`config.mk`:
```
export PLATFORM = sky130hd
export DESIGN_NAME = down_counter_timer
export DESIGN_NICKNAME = d
export VERILOG_FILES = /design/src/rtl/down_counter_timer.sv
export SDC_FILE = /design/constraint.sdc
export NUM_CORES = 1
export LEC_CHECK = 0
export CAP_MARGIN = 5
export CELL_PAD_IN_SITES_DETAIL_PLACEMENT = 1
export CELL_PAD_IN_SITES_GLOBAL_PLACEMENT = 1
export CORE_ASPECT_RATIO = 0.5
export CORE_MARGIN = 5
export CORE_UTILIZATION = 33
export CTS_BUF_LIST = sky130_fd_sc_hd__clkbuf_8
export CTS_CLUSTER_DIAMETER = 60
export DETAILED_ROUTE_END_ITERATION = 16
export PLACE_DENSITY = 0.79
export SLEW_MARGIN = 10
export SYNTH_ARGS = -nofsm -noshare
export SYNTH_HDL_FRONTEND = slang
export SYNTH_SLANG_ARGS = --single-unit
```
`constraint.sdc`:
```
create_clock -name clk -period 5.3 [get_ports clk]
set_clock_uncertainty 0.2 [all_clocks]
set_input_delay 0.53 -clock clk [delete_from_list [all_inputs] [get_ports clk]]
set_output_delay 0.53 -clock clk [all_outputs]
set_load 0.02 [all_outputs]
```
`src/rtl/down_counter_timer.sv`:
```
// Loadable down-counting timer with one-shot / auto-reload modes and a one-cycle tc pulse.
// Optional prescaler enabled by defining DOWN_COUNTER_PRESCALE_EN (adds the prescale port).
module down_counter_timer #(
  parameter int WIDTH      = 51,
  parameter int PRESCALE_W = 8
) (
  input  logic             clk,
  input  logic             rst,
  input  logic             load_valid,
  output logic             load_ready,
  input  logic [WIDTH-1:0] load_value,
  input  logic             auto_reload,
  input  logic             en,
  input  logic             abort,
`ifdef DOWN_COUNTER_PRESCALE_EN
  input  logic [PRESCALE_W-1:0] prescale,
`endif
  output logic [WIDTH-1:0] count,
  output logic             busy,
  output logic             tc,
  output logic             done
);

  typedef enum logic [1:0] {IDLE, RUN, DONE} state_t;

  state_t                state, state_n;
  logic [WIDTH-1:0]      count_n, reload, reload_n;
  logic                  tc_n, mode, mode_n, tick;
  logic [PRESCALE_W-1:0] pre_cnt, pre_cnt_n, pre_val, pre_val_n, prescale_in;

  // Without the prescaler the divider is tied to 0, so every enabled cycle is a tick.
`ifdef DOWN_COUNTER_PRESCALE_EN
  assign prescale_in = prescale;
`else
  assign prescale_in = '0;
`endif

  assign load_ready = (state != RUN) && !abort;
  assign busy       = (state == RUN);
  assign done       = (state == DONE);

  always_ff @(posedge clk) begin
    if (rst) begin
      state   <= IDLE;
      count   <= '0;
      tc      <= 1'b0;
      reload  <= '0;
      mode    <= 1'b0;
      pre_cnt <= '0;
      pre_val <= '0;
    end else begin
      state   <= state_n;
      count   <= count_n;
      tc      <= tc_n;
      reload  <= reload_n;
      mode    <= mode_n;
      pre_cnt <= pre_cnt_n;
      pre_val <= pre_val_n;
    end
  end

  always_comb begin
    state_n   = state;
    count_n   = count;
    tc_n      = 1'b0;
    reload_n  = reload;
    mode_n    = mode;
    pre_cnt_n = pre_cnt;
    pre_val_n = pre_val;
    tick      = (pre_cnt == pre_val);
    if (abort) begin
      state_n   = IDLE;
      count_n   = '0;
      pre_cnt_n = '0;
    end else if (load_valid && load_ready) begin
      pre_cnt_n = '0;
      pre_val_n = prescale_in;
      if (load_value != '0) begin
        state_n  = RUN;
        count_n  = load_value;
        reload_n = load_value;
        mode_n   = auto_reload;
      end else begin
        // Zero load expires immediately as a one-shot.
        state_n = DONE;
        count_n = '0;
        tc_n    = 1'b1;
      end
    end else if (state == RUN && en) begin
      if (!tick) begin
        pre_cnt_n = pre_cnt + PRESCALE_W'(1);
      end else begin
        pre_cnt_n = '0;
        if (count > WIDTH'(1)) begin
          count_n = count - WIDTH'(1);
        end else begin
          // count==1 in RUN: terminal count, reload or finish.
          tc_n = 1'b1;
          if (mode) begin
            count_n = reload;
          end else begin
            count_n = '0;
            state_n = DONE;
          end
        end
      end
    end
  end

endmodule

```
==> results of run 1 <==
[layout by cell type (no fill, tap or decap), types with 4 or more instances in the layout]
cell / count
a311oi_1: 5
a221oi_1: 7
a21oi_1: 71
clkbuf_8: 19
clkdlybuf4s50_1: 110
bufinv_16: 5
nor2_1: 43
or3_1: 12
buf_4: 21
o21ai_0: 38
inv_1: 24
nand3_1: 32
o22ai_1: 11
nor4_1: 28
a31oi_1: 21
o31ai_1: 6
or2_2: 4
o221ai_1: 16
a22oi_1: 24
and3_1: 6
a21o_1: 8
o21a_1: 4
dfxtp_1: 114
o41ai_1: 4
xnor2_1: 16
nand2_1: 128
nor3_1: 36
or4_1: 5
clkinv_2: 5
ha_1: 4
nand4_1: 18
and2_1: 6
a221o_1: 4
xor2_1: 13
[worst register-to-register path, delay by kind of cell (launching register included)]
| family | cells | cell delay [ns] |
|---|---|---|
| compound gates | 1 | 0.29 |
| buf+inv | 1 | 0.37 |
| flops | 1 | 0.38 |
| simple gates | 5 | 2.95 |
[cell type report]
cell class	count	area [um^2]	area share
clock buffers	19	262	0.0324
clock inverters	13	190	0.0236
inverters	22	82.6	0.0102
multi-input cells	624	3660	0.454
flip-flops and latches	114	2280	0.283
well taps	259	324	0.0402
repair buffers	132	1260	0.157
[logic make-up after synthesis]
kind of cell | after synthesis | share of synthesized area
buffers and inverters | 88 | 0.0560
adder cells (fa/ha/maj) | 4 | 0.00798
multiplexers | 4 | 0.00698
AND/OR/NAND/NOR | 340 | 0.263
AO/OA/AOI/OAI | 247 | 0.262
flip-flops | 114 | 0.364
XOR/XNOR | 29 | 0.0405
[state kept, by name, summed over array words and instances, names as in the netlist]
| name | cells |
|---|---|
| count | 51 |
| mode | 1 |
| pre_cnt | 8 |
| reload | 51 |
| state | 2 |
| tc | 1 |
[worst paths after layout]
| kind | to | slack [ns] | cells after the start |
|---|---|---|---|
| worst max-delay path | count[42] | 1.01 | 7 |
| worst min-delay path | reload[9] | 0.26 | 2 |
| worst max register to register | count[42] | 1.01 | 7 |
| worst min register to register | reload[9] | 0.26 | 2 |
[report_power, final]
group	internal (W)	switching, W
Clock	0.000577	0.000403
Combinational	0.000230	0.000404
Sequential	0.000891	0.0000420
Total	0.00170	0.000849
[metal layers]
layer | routed length (um) | track usage | part of all wire | up-vias
met5 | 0 | 0 | 0 | -
met4 | 856 | 0.0926 | 0.031 | 0
li1 | - | - | - | 3237
met1 | 11800 | 0.327 | 0.44 | 3587
met2 | 12600 | 0.392 | 0.46 | 319
met3 | 1930 | 0.0542 | 0.071 | 75
[through the flow]
stage          hold slack [ns]  cell area (um^2)  utilization  setup WS (ns)
2_1_floorplan            0.232              6270            -           2.39
3_3_place_gp             0.240              7620        0.411           1.26
3_5_place_dp             0.250              7620        0.411           1.13
4_1_cts                  0.260              8070        0.436           1.09
5_1_grt                  0.276              8070        0.436          0.790
6_report                 0.263              8070        0.436           1.01
==> results.tsv, run 1 <==
stage	metric	value	unit
synth	syn_avg_cell_area	7.60	um^2
power	p_total	0.00255	W
synth	synth_common_cells	nand2_1 (128), dfxtp_1 (114), a21oi_1 (71), clkbuf_1 (58), nor2_1 (47)	
setup_path	worstPathRequired	5.44	ns
floorplanning	die-area	0.0220	mm^2
timing	post-route-period-util	0.810	
timing	rsz0062_at_grt	false	
setup_path	cp_num_buf_inv	1	
global_routing	antenna_found_initial	0	
cells_and_area	finalNonFillerCells	1183	
placement	dp_hpwl	18200	um
synth	synthesis.area	0.00627	mm^2
route	wl_per_cell	23.0	um
setup_path	r2r_start	count[38]	
synth	synth_cell_types	63	
placement	io_buffers	111	
setup_path	max_stage_delay	0.80	ns
clocking	ctsRootBufferMaster	clkbuf_8	
cells_and_area	fill_cells	2257	
clocking	post-cts-setup-buffer-count	0	
cells_and_area	nNetsFinal	972	
synth	synthCells	826	
power	ir_drop	0.176	mV
cells_and_area	antenna_cells	0	
timing	hold_viol	0	
route	ant_nets	0	
clocking	cts_buffers	17	
synth	synth_ff_type	dfxtp_1	
setup_path	critPathArrivalTime	4.44	ns
synth	synth_area_leaders	dfxtp_1 (36%), nand2_1 (7.7%), a21oi_1 (5.7%)	
placement	place_congestion	0.870	
clocking	ctsHoldBuffers	0	
timing	slew_violations	0	
synth	yosysSeqAreaShare	0.364	
global_routing	grt_overflow_total	0	
floorplanning	core_area	0.0185	mm^2
route	viasPerCell	6.10	
global_routing	grt_pass1_wl	42100	um
global_routing	track_usage	0.246	
route	drt_iter0_markers	733	
floorplanning	ios	112	
clocking	htreeDepth	4	
min_path	hp-start	reload[9]	
flow_run	maxCapViolations	0	
synth	synth-edff-count	0	
clocking	cts_buffer_depth	2	
power	p_leak	2.83	nW
synth	yosys_warnings	0	
cells_and_area	drive_gt1_frac	0.0779	
placement	dp_cells	1151	
synth	ys_ff_latch	114	
timing	setup_viol	0	
setup_path	slowest_stage	nor2_2	
timing	worstMarginPinSlew	1.13	ns
floorplanning	start_util	0.339	
cells_and_area	layout-area-overhead-vs-synth	28.6	%
timing	tns	0	ns
timing	slew_headroom	0.247	
synth	synth_area_leader_cell	dfxtp_1	
route	routed_wl	27200	um
clocking	path_clk_slew	0.07	ns
floorplanning	fp-row-count	35	
min_path	hold_path_class	flop to flop	
setup_path	crit_fanout	16	
setup_path	start_kind	flop	
synth	synth_top_area_share	0.364	
timing	min_period	4.29	ns
clocking	cts_tree	done	
floorplanning	die_w	205	um
setup_path	critPathCaptureType	flop	
synth	syn_nets	887	
status	status	finished clean	
power	p_per_area	316	mW/mm^2
route	drc_errors	0	
setup_path	worstPathCellList	or4_1 -> nor4_1 -> nand3_1 -> nor2_2 -> buf_4 -> nor3_1 -> o31ai_1	
synth	async_reset_ff_frac	0	
global_routing	grt_pass1_vias	7280	
global_routing	grt_max_degree	40	
route	vias	7218	
floorplanning	die-height	108	um
timing	max_freq	0.233	GHz
setup_path	crit_start	count[38]	
clocking	cts_sinks	114	
clocking	insertion_delay	0.46	ns
setup_path	crit_family	simple AND/OR/NAND/NOR gates	
synth	synth.most_common_cell	nand2_1	
clocking	ctsResizeCount	0	
setup_path	critPathKind	flop to flop	
route	firstDrtPassIters	5	
(Power assumes the default switching activity.)
==> run 2: changes to the inputs <==
--- a/config.mk
+++ b/config.mk
@@ -14,7 +14,7 @@
 export CTS_BUF_LIST = sky130_fd_sc_hd__clkbuf_8
 export CTS_CLUSTER_DIAMETER = 60
 export DETAILED_ROUTE_END_ITERATION = 16
-export PLACE_DENSITY = 0.79
+export PLACE_DENSITY = 0.82
 export SLEW_MARGIN = 10
 export SYNTH_ARGS = -nofsm -noshare
 export SYNTH_HDL_FRONTEND = slang
==> constraint.sdc (replaced) <==
create_clock -name clk -period 3.63 [get_ports clk]
set_clock_uncertainty 0.2 [all_clocks]
set_input_delay 0.363 -clock clk [delete_from_list [all_inputs] [get_ports clk]]
set_output_delay 0.363 -clock clk [all_outputs]
set_load 0.02 [all_outputs]
==> run 2 against run 1 <==
  * Worst setup slack worse by 0.74 ns
  * Clock power is 50% higher
  * Core utilization is 1.2 points higher
  * Fmax is 28% higher
  * Highest routed layer unchanged
  * Hold slack worse by 0.15 ns
  * Global-route usage is 0.39 points higher
  * Non-clock buffer count is 23 higher
==> results.tsv, run 2 (synthesized netlist as in run 1, its figures left out) <==
stage	metric	value	unit	change
status	status	finished clean		
floorplanning	start_util	0.339		unchanged
cells_and_area	finalNonFillerCells	1206		+1.9%
power	ir_drop	0.236	mV	+34%
timing	setup_viol	0		unchanged
clocking	cts_sinks	114		unchanged
route	wl_per_cell	23.0	um	about the same
setup_path	critPathCaptureType	flop		
setup_path	r2r_slack	0.26	ns	-0.74 ns
setup_path	start_kind	flop		
floorplanning	ios	112		unchanged
min_path	hold_path_class	primary input to flop		
clocking	path_clk_slew	0.09	ns	+0.02 ns
placement	place_congestion	0.873		+0.29%
clocking	cts_buffers	17		unchanged
clocking	ctsRootBufferMaster	clkbuf_8		
clocking	insertion_delay	0.46	ns	about the same
route	routed_wl	27700	um	+2.0%
route	drt_iter0_markers	804		+9.7%
global_routing	antenna_found_initial	0		unchanged
timing	tns	0	ns	unchanged
global_routing	grt_pass1_vias	7606		+4.5%
timing	slew_violations	0		unchanged
timing	max_freq	0.297	GHz	+28%
timing	rsz0062_at_grt	false		
clocking	post-cts-setup-buffer-count	0		unchanged
power	p_leak	2.94	nW	+4.1%
floorplanning	fp-row-count	35		unchanged
cells_and_area	final_common_cell	nand2_1		
route	vias	7410		+2.7%
route	drc_errors	0		unchanged
cells_and_area	final_cell_mix	nand2_1 (128), dfxtp_1 (114), clkdlybuf4s50_1 (110)		
placement	dp_cells	1174		+2.0%
global_routing	grt_overflow_total	0		unchanged
route	ant_nets	0		unchanged
clocking	ctsResizeCount	0		unchanged
cells_and_area	drive_gt1_frac	0.102		+0.0245
placement	io_buffers	111		unchanged
clocking	cts_tree	done		
cells_and_area	fill_cells	2258		+0.044%
timing	hold_viol	0		unchanged
power	p_total	0.00381	W	+50%
setup_path	worstPathRequired	3.81	ns	-1.63 ns
clocking	cts_buffer_depth	2		unchanged
clocking	ctsHoldBuffers	0		unchanged
setup_path	critPathArrivalTime	3.54	ns	-0.90 ns
floorplanning	die-area	0.0220	mm^2	unchanged
setup_path	crit_fanout	22		+6
timing	slew_headroom	0.297		+0.0503
floorplanning	die-height	108	um	unchanged
power	p_per_area	459	mW/mm^2	+45%
timing	worstMarginPinSlew	1.05	ns	-0.0767 ns
route	firstDrtPassIters	7		+2
cells_and_area	layout-area-overhead-vs-synth	32.3	%	
flow_run	maxCapViolations	0		unchanged
floorplanning	die_w	205	um	unchanged
clocking	htreeDepth	4		unchanged
timing	min_period	3.37	ns	-0.927 ns
placement	dp_hpwl	19200	um	+5.7%
global_routing	track_usage	0.250		+0.00390
timing	post-route-period-util	0.927		+0.117
cells_and_area	top_regs	count (51), reload (51), pre_cnt (8)		
setup_path	critPathKind	flop to flop		
global_routing	grt_pass1_wl	43100	um	+2.3%
floorplanning	core_area	0.0185	mm^2	unchanged
cells_and_area	antenna_cells	0		unchanged
route	viasPerCell	6.14		+0.70%
cells_and_area	nNetsFinal	995		+2.4%
global_routing	grt_max_degree	41		+2.5%
==> run 2: metal layers <==
layer	vias up	routed length, um	GRT usage	share of wire
li1	3290	-	-	-
met1	3687	12100	0.330	0.44
met2	384	13000	0.413	0.47
met3	49	2030	0.0458	0.073
met4	0	592	0.0836	0.021
met5	-	0	0	0
==> run 2: critical path: stages, from the launching register on <==
cell and delay (ns):
dfxtp_1 0.41, or4_1 0.73, or4_4 0.60, nor3_4 0.23, nand2_2 0.40, mux2_2 0.44, a221oi_2 0.26
==> run 2: power by group <==
part | total, W | internal, W | switching (W)
sequential | 0.00136 | 0.00130 | 0.0000596
combinational | 0.000981 | 0.000370 | 0.000611
clock | 0.00147 | 0.000874 | 0.000594
==> run 2: per-stage QoR <==
stage	cell area [um^2]	setup WS, ns	utilization	hold WS [ns]
floorplan	6270	0.720	-	0.232
global placement	7820	0.277	0.422	0.238
detailed placement	7820	0.201	0.422	0.249
CTS	8300	0.308	0.448	0.0936
global route	8300	0.221	0.448	0.104
finish	8300	0.265	0.448	0.109
==> run 2: final timing paths <==
check / start / endpoint / cells past startpoint
hold reg to reg: reload[49] / reload[49] / 2
hold / removal: rst / reload[49] / 2
setup / recovery: count[38] / count[27] / 6
setup reg to reg: count[38] / count[27] / 6
==> run 2: final cells by class <==
class                   count  area, um^2  share of cell area
multi-input cells         624        3660               0.441
clock buffers              20         275              0.0332
inverters                  22        82.6             0.00995
repair buffers            155        1470               0.178
well taps                 259         324              0.0390
clock inverters            12         203              0.0244
flip-flops and latches    114        2280               0.275
==> run 3: changes to the inputs <==
--- a/config.mk
+++ b/config.mk
@@ -15,6 +15,7 @@
 export CTS_CLUSTER_DIAMETER = 60
 export DETAILED_ROUTE_END_ITERATION = 16
 export PLACE_DENSITY = 0.82
+export REMOVE_ABC_BUFFERS = 1
 export SLEW_MARGIN = 10
 export SYNTH_ARGS = -nofsm -noshare
 export SYNTH_HDL_FRONTEND = slang
==> run 3 against run 2 <==
  * Flip-flop and latch count unchanged
  * Largest cell class unchanged
  * Highest routed layer unchanged
  * Via count decreased by 0.12%
  * Hold slack improved by 0.15 ns
  * Non-clock buffer count decreased by 8
  * Routed wire length decreased by 0.24%
  * Global-route usage decreased by 0.36 points
  * Power decreased by 1.1%
  * Combinational power decreased by 0.4%
  * Sequential share of layout area increased by 0.23 points
  * Critical path type unchanged
  * Worst setup slack got worse by 0.19 ns
==> results.tsv, run 3 (synthesized netlist as in run 1, its figures left out) <==
stage	metric	value	unit	change
cells_and_area	final_common_cell	nand2_1		
global_routing	grt.met2_usage	0.402		-0.0111
global_routing	grt_pass1_wl	42900	um	-0.48%
setup_path	critPathArrivalTime	3.72	ns	+0.18 ns
setup_path	critPathCaptureType	flop		
timing	rsz0062_at_grt	false		
cells_and_area	post-route-util	0.444		-0.00365
clocking	cts_buffers	17		unchanged
global_routing	antenna_found_initial	0		unchanged
floorplanning	die-height	108	um	unchanged
global_routing	use_met3	0.0503		+0.00452
clocking	ctsHoldBuffers	0		unchanged
power	p_per_area	458	mW/mm^2	-0.24%
setup_path	crit_fanout	19		-14%
timing	worstMarginPinSlew	1.12	ns	+0.0715 ns
setup_path	cp_num_buf_inv	1		+1
clocking	insertion_delay	0.45	ns	about the same
cells_and_area	drive_gt1_frac	0.0918		-0.0106
setup_path	crit_family	simple AND/OR/NAND/NOR gates		
global_routing	track_usage	0.246		-0.00359
clocking	htreeDepth	4		unchanged
timing	slew_headroom	0.249		-0.0478
min_path	hold_path_class	flop to flop		
route	firstDrtPassIters	5		-2
clocking	ctsRootBufferMaster	clkbuf_8		
cells_and_area	antenna_cells	0		unchanged
setup_path	worstPathRequired	3.80	ns	about the same
timing	slew_violations	0		unchanged
cells_and_area	final_cell_mix	nand2_1 (128), dfxtp_1 (114), clkdlybuf4s50_1 (110)		
cells_and_area	nNetsFinal	987		-0.80%
cells_and_area	fill_cells	2250		-0.35%
clocking	post-cts-setup-buffer-count	0		unchanged
floorplanning	core_area	0.0185	mm^2	unchanged
min_path	hp-start	reload[32]		
power	ir_drop	0.219	mV	-7.0%
route	viasPerCell	6.19		+0.71%
timing	timing.hold.ws	0.257	ns	+0.148 ns
timing	hold_viol	0		unchanged
setup_path	slowest_stage	nor4_1		
global_routing	grt_pass1_vias	7569		-0.49%
placement	io_buffers	111		unchanged
clocking	path_clk_slew	0.08	ns	about the same
clocking	cts_sinks	114		unchanged
floorplanning	die-area	0.0220	mm^2	unchanged
global_routing	grt_busiest_layer	met2		
clocking	cts_tree	done		
placement	dp_hpwl	19100	um	-0.97%
setup_path	crit_start	count[38]		
setup_path	critPathKind	flop to flop		
clocking	cts_buffer_depth	2		unchanged
route	vias	7401		-0.12%
power	p_total	0.00377	W	-1.1%
cells_and_area	layout-area-overhead-vs-synth	31.2	%	
clocking	ctsResizeCount	0		unchanged
status	status	finished clean		
global_routing	grt_max_degree	48		+17%
route	wl_per_cell	23.1	um	+0.59%
floorplanning	ios	112		unchanged
timing	post-route-period-util	0.979		+0.0525
power	p_leak	2.91	nW	-1.2%
route	drc_errors	0		unchanged
global_routing	grt_overflow_total	0		unchanged
timing	min_period	3.56	ns	+0.190 ns
timing	max_freq	0.281	GHz	-5.4%
setup_path	worstPathCellList	or4_1 -> nor4_1 -> nand3_1 -> nor2_2 -> buf_4 -> mux2_2 -> o22ai_1		
placement	place_congestion	0.905		+3.7%
floorplanning	fp-row-count	35		unchanged
route	drt_iter0_markers	860		+7.0%
route	routed_wl	27700	um	-0.24%
flow_run	maxCapViolations	0		unchanged
timing	setup_viol	0		unchanged
setup_path	start_kind	flop		
floorplanning	start_util	0.339		unchanged
floorplanning	die_w	205	um	unchanged
cells_and_area	top_regs	count (51), reload (51), pre_cnt (8)		
setup_path	max_stage_delay	0.84	ns	+0.11 ns
setup_path	r2r_start	count[38]		
global_routing	grt_use_met1	0.324		-0.00542
route	ant_nets	0		unchanged
[run 3: cell count changes in the layout (fill, tap and decap cells not counted)]
cell / before / now
inv_1: 22 / 23
inv_6: 1 / 0
clkinvlp_4: 4 / 2
buf_4: 41 / 32
buf_12: 3 / 4
[run 3: final cells by class]
type	instances	area (um^2)	area share
Clock buffer	20	275	0.0334
Clock inverter	10	183	0.0222
Inverter	22	82.6	0.0100
Multi-Input combinational cell	624	3660	0.444
Sequential cell	114	2280	0.277
Tap cell	259	324	0.0394
Timing Repair Buffer	147	1430	0.173
[run 3: final timing paths]
path         cells past startpoint         end  slack (ns)
max reg2reg                      7   count[23]        0.07
max                              7   count[23]        0.07
min                              2  reload[32]        0.26
min reg2reg                      2  reload[32]        0.26
[run 3: metal layers]
| layer | routed length, um | vias to the layer above | share of wire |
|---|---|---|---|
| met5 | 0 | - | 0 |
| met4 | 617 | 0 | 0.022 |
| met3 | 1950 | 54 | 0.071 |
| met2 | 12900 | 351 | 0.47 |
| met1 | 12200 | 3735 | 0.44 |
| li1 | - | 3261 | - |
[run 3: power breakdown]
group / internal, W / leakage, nW / switching, W / total (W)
clock network: 0.000863 / 0.228 / 0.000570 / 0.00143
logic: 0.000365 / 1.75 / 0.000612 / 0.000977
registers: 0.00130 / 0.928 / 0.0000584 / 0.00136
[run 3: worst reg2reg max path, stage by stage (launching register included)]
cell and delay (ns):
dfxtp_1 0.41, or4_1 0.69, nor4_1 0.84, nand3_1 0.28, nor2_2 0.21, buf_4 0.33
mux2_2 0.38, o22ai_1 0.14
[run 3: through the flow]
stage	worst slack (ns)	std cells	setup TNS [ns]	cell area [um^2]
floorplan	-0.628	760	-26.08	6010
global placement	0.213	1166	0	7770
detailed placement	0.133	1166	0	7770
CTS	0.240	1196	0	8230
global route	0.0686	1196	0	8230
finish	0.0744	1196	0	8230
